File: src/rtl/neuron_mac.sv
// Per-neuron MAC: streams activations against weights read from memory, accumulates,
// adds bias and emits one saturated sum per vector. Define NEURON_RELU_EN to clamp negatives to 0.
module neuron_mac #(
  parameter int numWeight    = 3,
  parameter int addressWidth = 10,
  parameter int dataWidth    = 16,
  parameter int fracWidth    = 8
) (
  input  logic                    clk,
  input  logic                    rst,
  input  logic                    biasValid,
  input  logic [dataWidth-1:0]    biasIn,
  input  logic [dataWidth-1:0]    myinput,
  input  logic                    myinputValid,
  output logic                    inReady,
  output logic                    ren,
  output logic [addressWidth-1:0] radd,
  input  logic [dataWidth-1:0]    wout,
  output logic [dataWidth-1:0]    outSum,
  output logic                    outValid
);

  localparam int PW = 2 * dataWidth;
  localparam int AW = PW + $clog2(numWeight);
  localparam int SW = AW + 1;
  localparam logic [addressWidth-1:0] LAST_IDX = addressWidth'(numWeight - 1);
  localparam logic signed [SW-1:0] SAT_MAX = SW'(2 ** (dataWidth - 1) - 1);
  localparam logic signed [SW-1:0] SAT_MIN = ~SAT_MAX;

  typedef enum logic {IDLE, RUN} state_t;

  state_t state, state_nxt;

  logic [addressWidth-1:0]     idx;
  logic signed [dataWidth-1:0] bias;
  logic                        accept, first, last;

  logic                        s1_v, s1_first, s1_last;
  logic signed [dataWidth-1:0] s1_act;
  logic signed [PW-1:0]        prod;

  logic                        s2_v, s2_first, s2_last;
  logic signed [PW-1:0]        s2_prodq;

  logic signed [AW-1:0]        acc, acc_nxt, prodq_x;
  logic signed [SW-1:0]        sum;
  logic [dataWidth-1:0]        res;

  always_ff @(posedge clk or posedge rst) begin
    if (rst) state <= IDLE;
    else     state <= state_nxt;
  end

  always_comb begin
    state_nxt = state;
    inReady   = 1'b0;
    if (state == IDLE) begin
      if (biasValid) state_nxt = RUN;
    end else begin
      inReady = 1'b1;
    end
  end

  assign accept = myinputValid & inReady;
  assign ren    = accept;
  assign radd   = idx;
  assign first  = (idx == '0);
  assign last   = (idx == LAST_IDX);

  always_ff @(posedge clk or posedge rst) begin
    if (rst)            bias <= '0;
    else if (biasValid) bias <= biasIn;
  end

  assign prod    = PW'(s1_act) * PW'($signed(wout));
  assign prodq_x = AW'(s2_prodq);

  // Final add is folded into the S2->S3 edge so the last term, the running
  // accumulator and the bias combine in one cycle, giving the 3-cycle latency.
  always_comb begin
    acc_nxt = s2_first ? prodq_x : acc + prodq_x;
    sum     = SW'(acc_nxt) + SW'(bias);
    if (sum > SAT_MAX)      res = {1'b0, {(dataWidth-1){1'b1}}};
    else if (sum < SAT_MIN) res = {1'b1, {(dataWidth-1){1'b0}}};
    else                    res = sum[dataWidth-1:0];
`ifdef NEURON_RELU_EN
    if (sum < 0) res = '0;
`endif
  end

  always_ff @(posedge clk or posedge rst) begin
    if (rst) begin
      idx      <= '0;
      s1_v     <= 1'b0;
      s1_first <= 1'b0;
      s1_last  <= 1'b0;
      s1_act   <= '0;
      s2_v     <= 1'b0;
      s2_first <= 1'b0;
      s2_last  <= 1'b0;
      s2_prodq <= '0;
      acc      <= '0;
      outSum   <= '0;
      outValid <= 1'b0;
    end else begin
      s1_v <= accept;
      if (accept) begin
        s1_act   <= myinput;
        s1_first <= first;
        s1_last  <= last;
        idx      <= last ? '0 : idx + addressWidth'(1);
      end
      s2_v <= s1_v;
      if (s1_v) begin
        s2_prodq <= prod >>> fracWidth;
        s2_first <= s1_first;
        s2_last  <= s1_last;
      end
      if (s2_v) acc <= acc_nxt;
      outValid <= s2_v & s2_last;
      if (s2_v && s2_last) outSum <= res;
    end
  end

endmodule
File: config.mk
export PLATFORM = sky130hd
export DESIGN_NAME = neuron_mac
export DESIGN_NICKNAME = d
export VERILOG_FILES = /design/src/rtl/neuron_mac.sv
export SDC_FILE = /design/constraint.sdc
export NUM_CORES = 1
export LEC_CHECK = 0
export CORE_MARGIN = 4
export CORE_UTILIZATION = 55
export DETAILED_ROUTE_END_ITERATION = 16
export PLACE_DENSITY = 0.85
export RECOVER_POWER = 25
export SETUP_SLACK_MARGIN = 0.4
export SLEW_MARGIN = 20
export SYNTH_ARGS = -nofsm -noshare
export SYNTH_HDL_FRONTEND = slang
export SYNTH_SLANG_ARGS = --single-unit
File: constraint.sdc
create_clock -name clk -period 10.1 [get_ports clk]
set_input_delay 2.02 -clock clk [delete_from_list [all_inputs] [get_ports clk]]
set_output_delay 2.02 -clock clk [all_outputs]
set_load 0.01 [all_outputs]
Word level (Yosys, flattened, before mapping). Cells that the tools add are included.

Logic and storage cells: 32. Input bits: 52. Flip-flop bits (word level): 124. Output and inout port bits: 29.

Equal/unequal tests: 1. Reductions and logical operators: 2. $add $sub $neg: 3. Bitwise logic cells: 2. $lt $le $gt $ge: 2. Multipliers: 1. Muxes and demuxes: 7.

Operators with widths (number): $add 34x16->35 (1); $gt 35x16->1 const B (1); $lt 35x16->1 const B (1); $add 34x24->34 (1); $mux 34 (1); $mul 16x16->32 (1); $mux 16 (2); $add 10x1->10 const B (1); $eq 10x2->1 const B (1); $logic_not 10->1 (1); $mux 10 (1); $mux 1 (3); $and 1x1->1 (2); $logic_and 1x1->1 (1).

Depth between registers and ports, before layout.
Depth after elaboration: 6. Depth in mapped cells: 26. Mapped depth without buffers: 24.

Worst setup path after synthesis. No wires, ideal clock.

Kind: input to register. Start: input port wout[6]. End: register s2_prodq[15]. Required time: 9.975 ns. Setup time: 0.125 ns. Slack: 2.018 ns. Data arrival time: 7.957 ns. Stages on the path: 23. Path through: clkbuf_1 -> nand2_1 -> fa_1 -> inv_1 -> fa_1 -> fa_1 -> fa_1 -> inv_1 -> fa_1 -> inv_1 -> fa_1 -> ha_1 -> a21o_1 -> a21o_1 -> a21o_1 -> a221oi_1 -> o21bai_1 -> a21oi_1 -> inv_1 -> a21oi_1 -> o21ai_0 -> xor2_1 -> mux2_2.

Cells in the longest elaborated chain, start to end: 1.

RTL lines: start: declaration (line 18) `input logic [dataWidth-1:0] wout,`; $mul 16x16->32 (line 75) `assign prod = PW'(s1_act) * PW'($signed(wout));`; end signal: assignment (line 115) `s2_prodq <= prod >>> fracWidth;`; end: declaration (line 43) `logic signed [PW-1:0] s2_prodq;`.

Every way passes these cells. A chain may end at the register's enable or synchronous reset.

Final worst setup path.
Start: input port wout[9]. End: register s2_prodq[15].

The elaborated chain is that of the path after synthesis.

==> metrics <==
Max Fclk ~110 MHz; diodes inserted 0; Post-Synthesis Cells about 1900; status complete, but fails checks; unrepaired setup endpoints after global routing false; Die X ~190 um; # H-tree levels 4; top_reg_cell synth dfrtp_1; WL final a little over 40 mm; postcts setup bufs 0; R2R Path Start s1_act[5]; area taken by multi-input logic gates 13560 um^2; fin crit share slightly below 90%; R2R Setup Slk approximately 2.8 ns; register area share after synthesis between 10% and 20%; worst setup path end s2_prodq[15]; Final Hold Fails 0; endpoints failing setup 0; Final min period just under 9 ns; Synth top cells by count 276 x nand2_1, 273 x inv_1, 263 x fa_1; DR vias between 10000 and 15000; Die ar. approximately 36000 um^2; CTS buffer count 17; Cell Area, Synth 17990 um^2; setup tns final 0 ns; maxcap violations 1; Max Root-Sink Buffers 2; core area between 30000 and 40000 um^2; drt first pass iters 7; share of cells above drive strength 1 7.310%; Post-synth EDFFs 0; WP data required about 10 ns; failing checks max-capacitance violations, max-slew violations; All-Layer GR Usage between 20% and 30%; max-slew violation count 67; Worst-path clk slew around 0.060 ns; top cells by area, synth fa_1 29%, dfrtp_1 17%, ha_1 10%; leading area contributor after synthesis fa_1; pin count of the biggest net entering global routing 67; Crit. End Element flip-flop; Synth cell types 87; startpoint types input pin; Routed wire per std cell 17.28 um; layout overhead on the synthesized area 9.521%; Die Span Y between 150 and 200 um; HP Class flip-flop to flip-flop; ys async rst share 100.0%; worst slew pin tran 2.980 ns; Post-CTS Hold Fix Bufs 0; top fanout value on the critical path 16; fin nets between 2000 and 2500; vias in the first global route about 15000; RePlAce Congestion 0.9139; first-pass GRT wire length between 70 and 80 mm; Post-Syn Nets roughly 2400; DPL Wire Length 32.46 mm; worst reg2reg path endpoint s2_prodq[15]; Yosys reg bits ~120; GR Overflow Total 0; ANT nets after route 0; WP data arrival roughly 9.2 ns; Clock Skew roughly 0.009 ns; post_cts resized 0; Root Driver clkbuf_16; yosys warns 0; TritonCTS Sinks roughly 120; Max-slew headroom -99.75%; WS Path Type input pin to flip-flop; Initial Util 56.43%; Reg2Reg Depth 23; CTS tree done; initial antenna violation count 0; DRC violations left 0; crit path launch wout[9]; clk_lat worst skew ~0.43 ns; PortBufs 80; # IOs slightly above 80; First DRT Iteration DRCs roughly 740; number of fill cells in the layout about 2600; FP Rows 65; Synth top area share between 20% and 30%; most instantiated library cell after synthesis nand2_1; Syn Area/Cell 9.375 um^2; Reg area approximately 3100 um^2; Via density ~5.7
[metrics by stage]
step                utilization (%)  std cells  hold WS [ns]  cell area (um^2)  setup WS [ns]
floorplan                         -       1919        0.3519             17990          2.018
global placement              59.92       2373        0.4557             19100          1.002
detailed placement            59.92       2373        0.4734             19100         0.8489
CTS                           61.84       2405        0.4860             19720          1.274
global route                  61.80       2405        0.5174             19700         0.8857
finish                        61.80       2405        0.4774             19700          1.253
[how the worst min path moves through the flow]
stage | from | endpoint | slack (ns) | depth (start not counted)
2_1_floorplan | s1_v | s2_v | 0.35 | 0
3_3_place_gp | s1_first | s1_first | 0.46 | 2
3_5_place_dp | s1_first | s1_first | 0.47 | 2
4_1_cts | s1_first | s1_first | 0.49 | 2
5_1_grt | state | state | 0.52 | 1
6_report | s1_first | s1_first | 0.48 | 2
[layout make-up]
cell class,instances,area share [%]
clock buffers,18,2.178
clock inverters,14,0.9272
inverters,274,5.226
multi-input cells,1451,68.81
flip-flops and latches,124,15.75
well taps,435,2.762
repair buffers,89,4.350
[cells in the final DEF, fill, tap and decap left out, types with 8 or more instances in the layout]
cell / n
nand2_1: 276
inv_1: 272
fa_1: 263
ha_1: 149
dfrtp_1: 124
and2_1: 105
clkdlybuf4s50_1: 79
xnor2_1: 72
a21oi_1: 70
mux2_2: 69
nor2_1: 68
o21ai_0: 54
a21o_1: 44
nand3_1: 32
nand2b_1: 22
xor2_1: 20
nor3_1: 17
clkbuf_16: 17
o21a_1: 15
a31oi_1: 14
nand4_1: 12
and3_1: 8
o211ai_1: 8
[flip-flops by register name, summed over array words and instances (netlist names), 10 cells and up]
signal and count:
acc 34, s2_prodq 24, bias 16, outSum 16, s1_act 16, radd 10
[logic make-up after synthesis]
family          share of synthesized area [%]
simple gates                            15.50
xor+xnor                                4.479
buf+inv                                 7.393
compound gates                          10.96
flops                                   17.25
mux                                     4.792
fa+ha+maj                               39.63
[metal layers]
layer | vias to the layer above | global-route usage [%] | part of all wire [%]
met1 | 6943 | 29.08 | 39
met5 | - | 0 | 0
met3 | 118 | 3.282 | 4.6
met2 | 418 | 45.18 | 53
met4 | 0 | 9.165 | 3.7
li1 | 6309 | - | -
[worst max-delay path, cell delays in order]
cell	delay, ns
clkdlybuf4s50_1	0.86
nand2_1	0.18
fa_1	0.58
inv_1	0.06
fa_1	0.53
inv_1	0.06
fa_1	0.48
inv_1	0.06
fa_1	0.54
inv_1	0.06
fa_1	0.52
inv_1	0.05
fa_1	0.47
ha_1	0.34
and3_1	0.21
and3_1	0.18
a221oi_1	0.59
o21bai_1	0.19
a21oi_1	0.29
inv_1	0.07
a21oi_1	0.25
o21ai_0	0.16
xor2_1	0.16
mux2_2	0.26
Power is left out: the tool's default activity adds up to more than one toggle a clock period on the data nets, which glitch-free logic cannot reach.
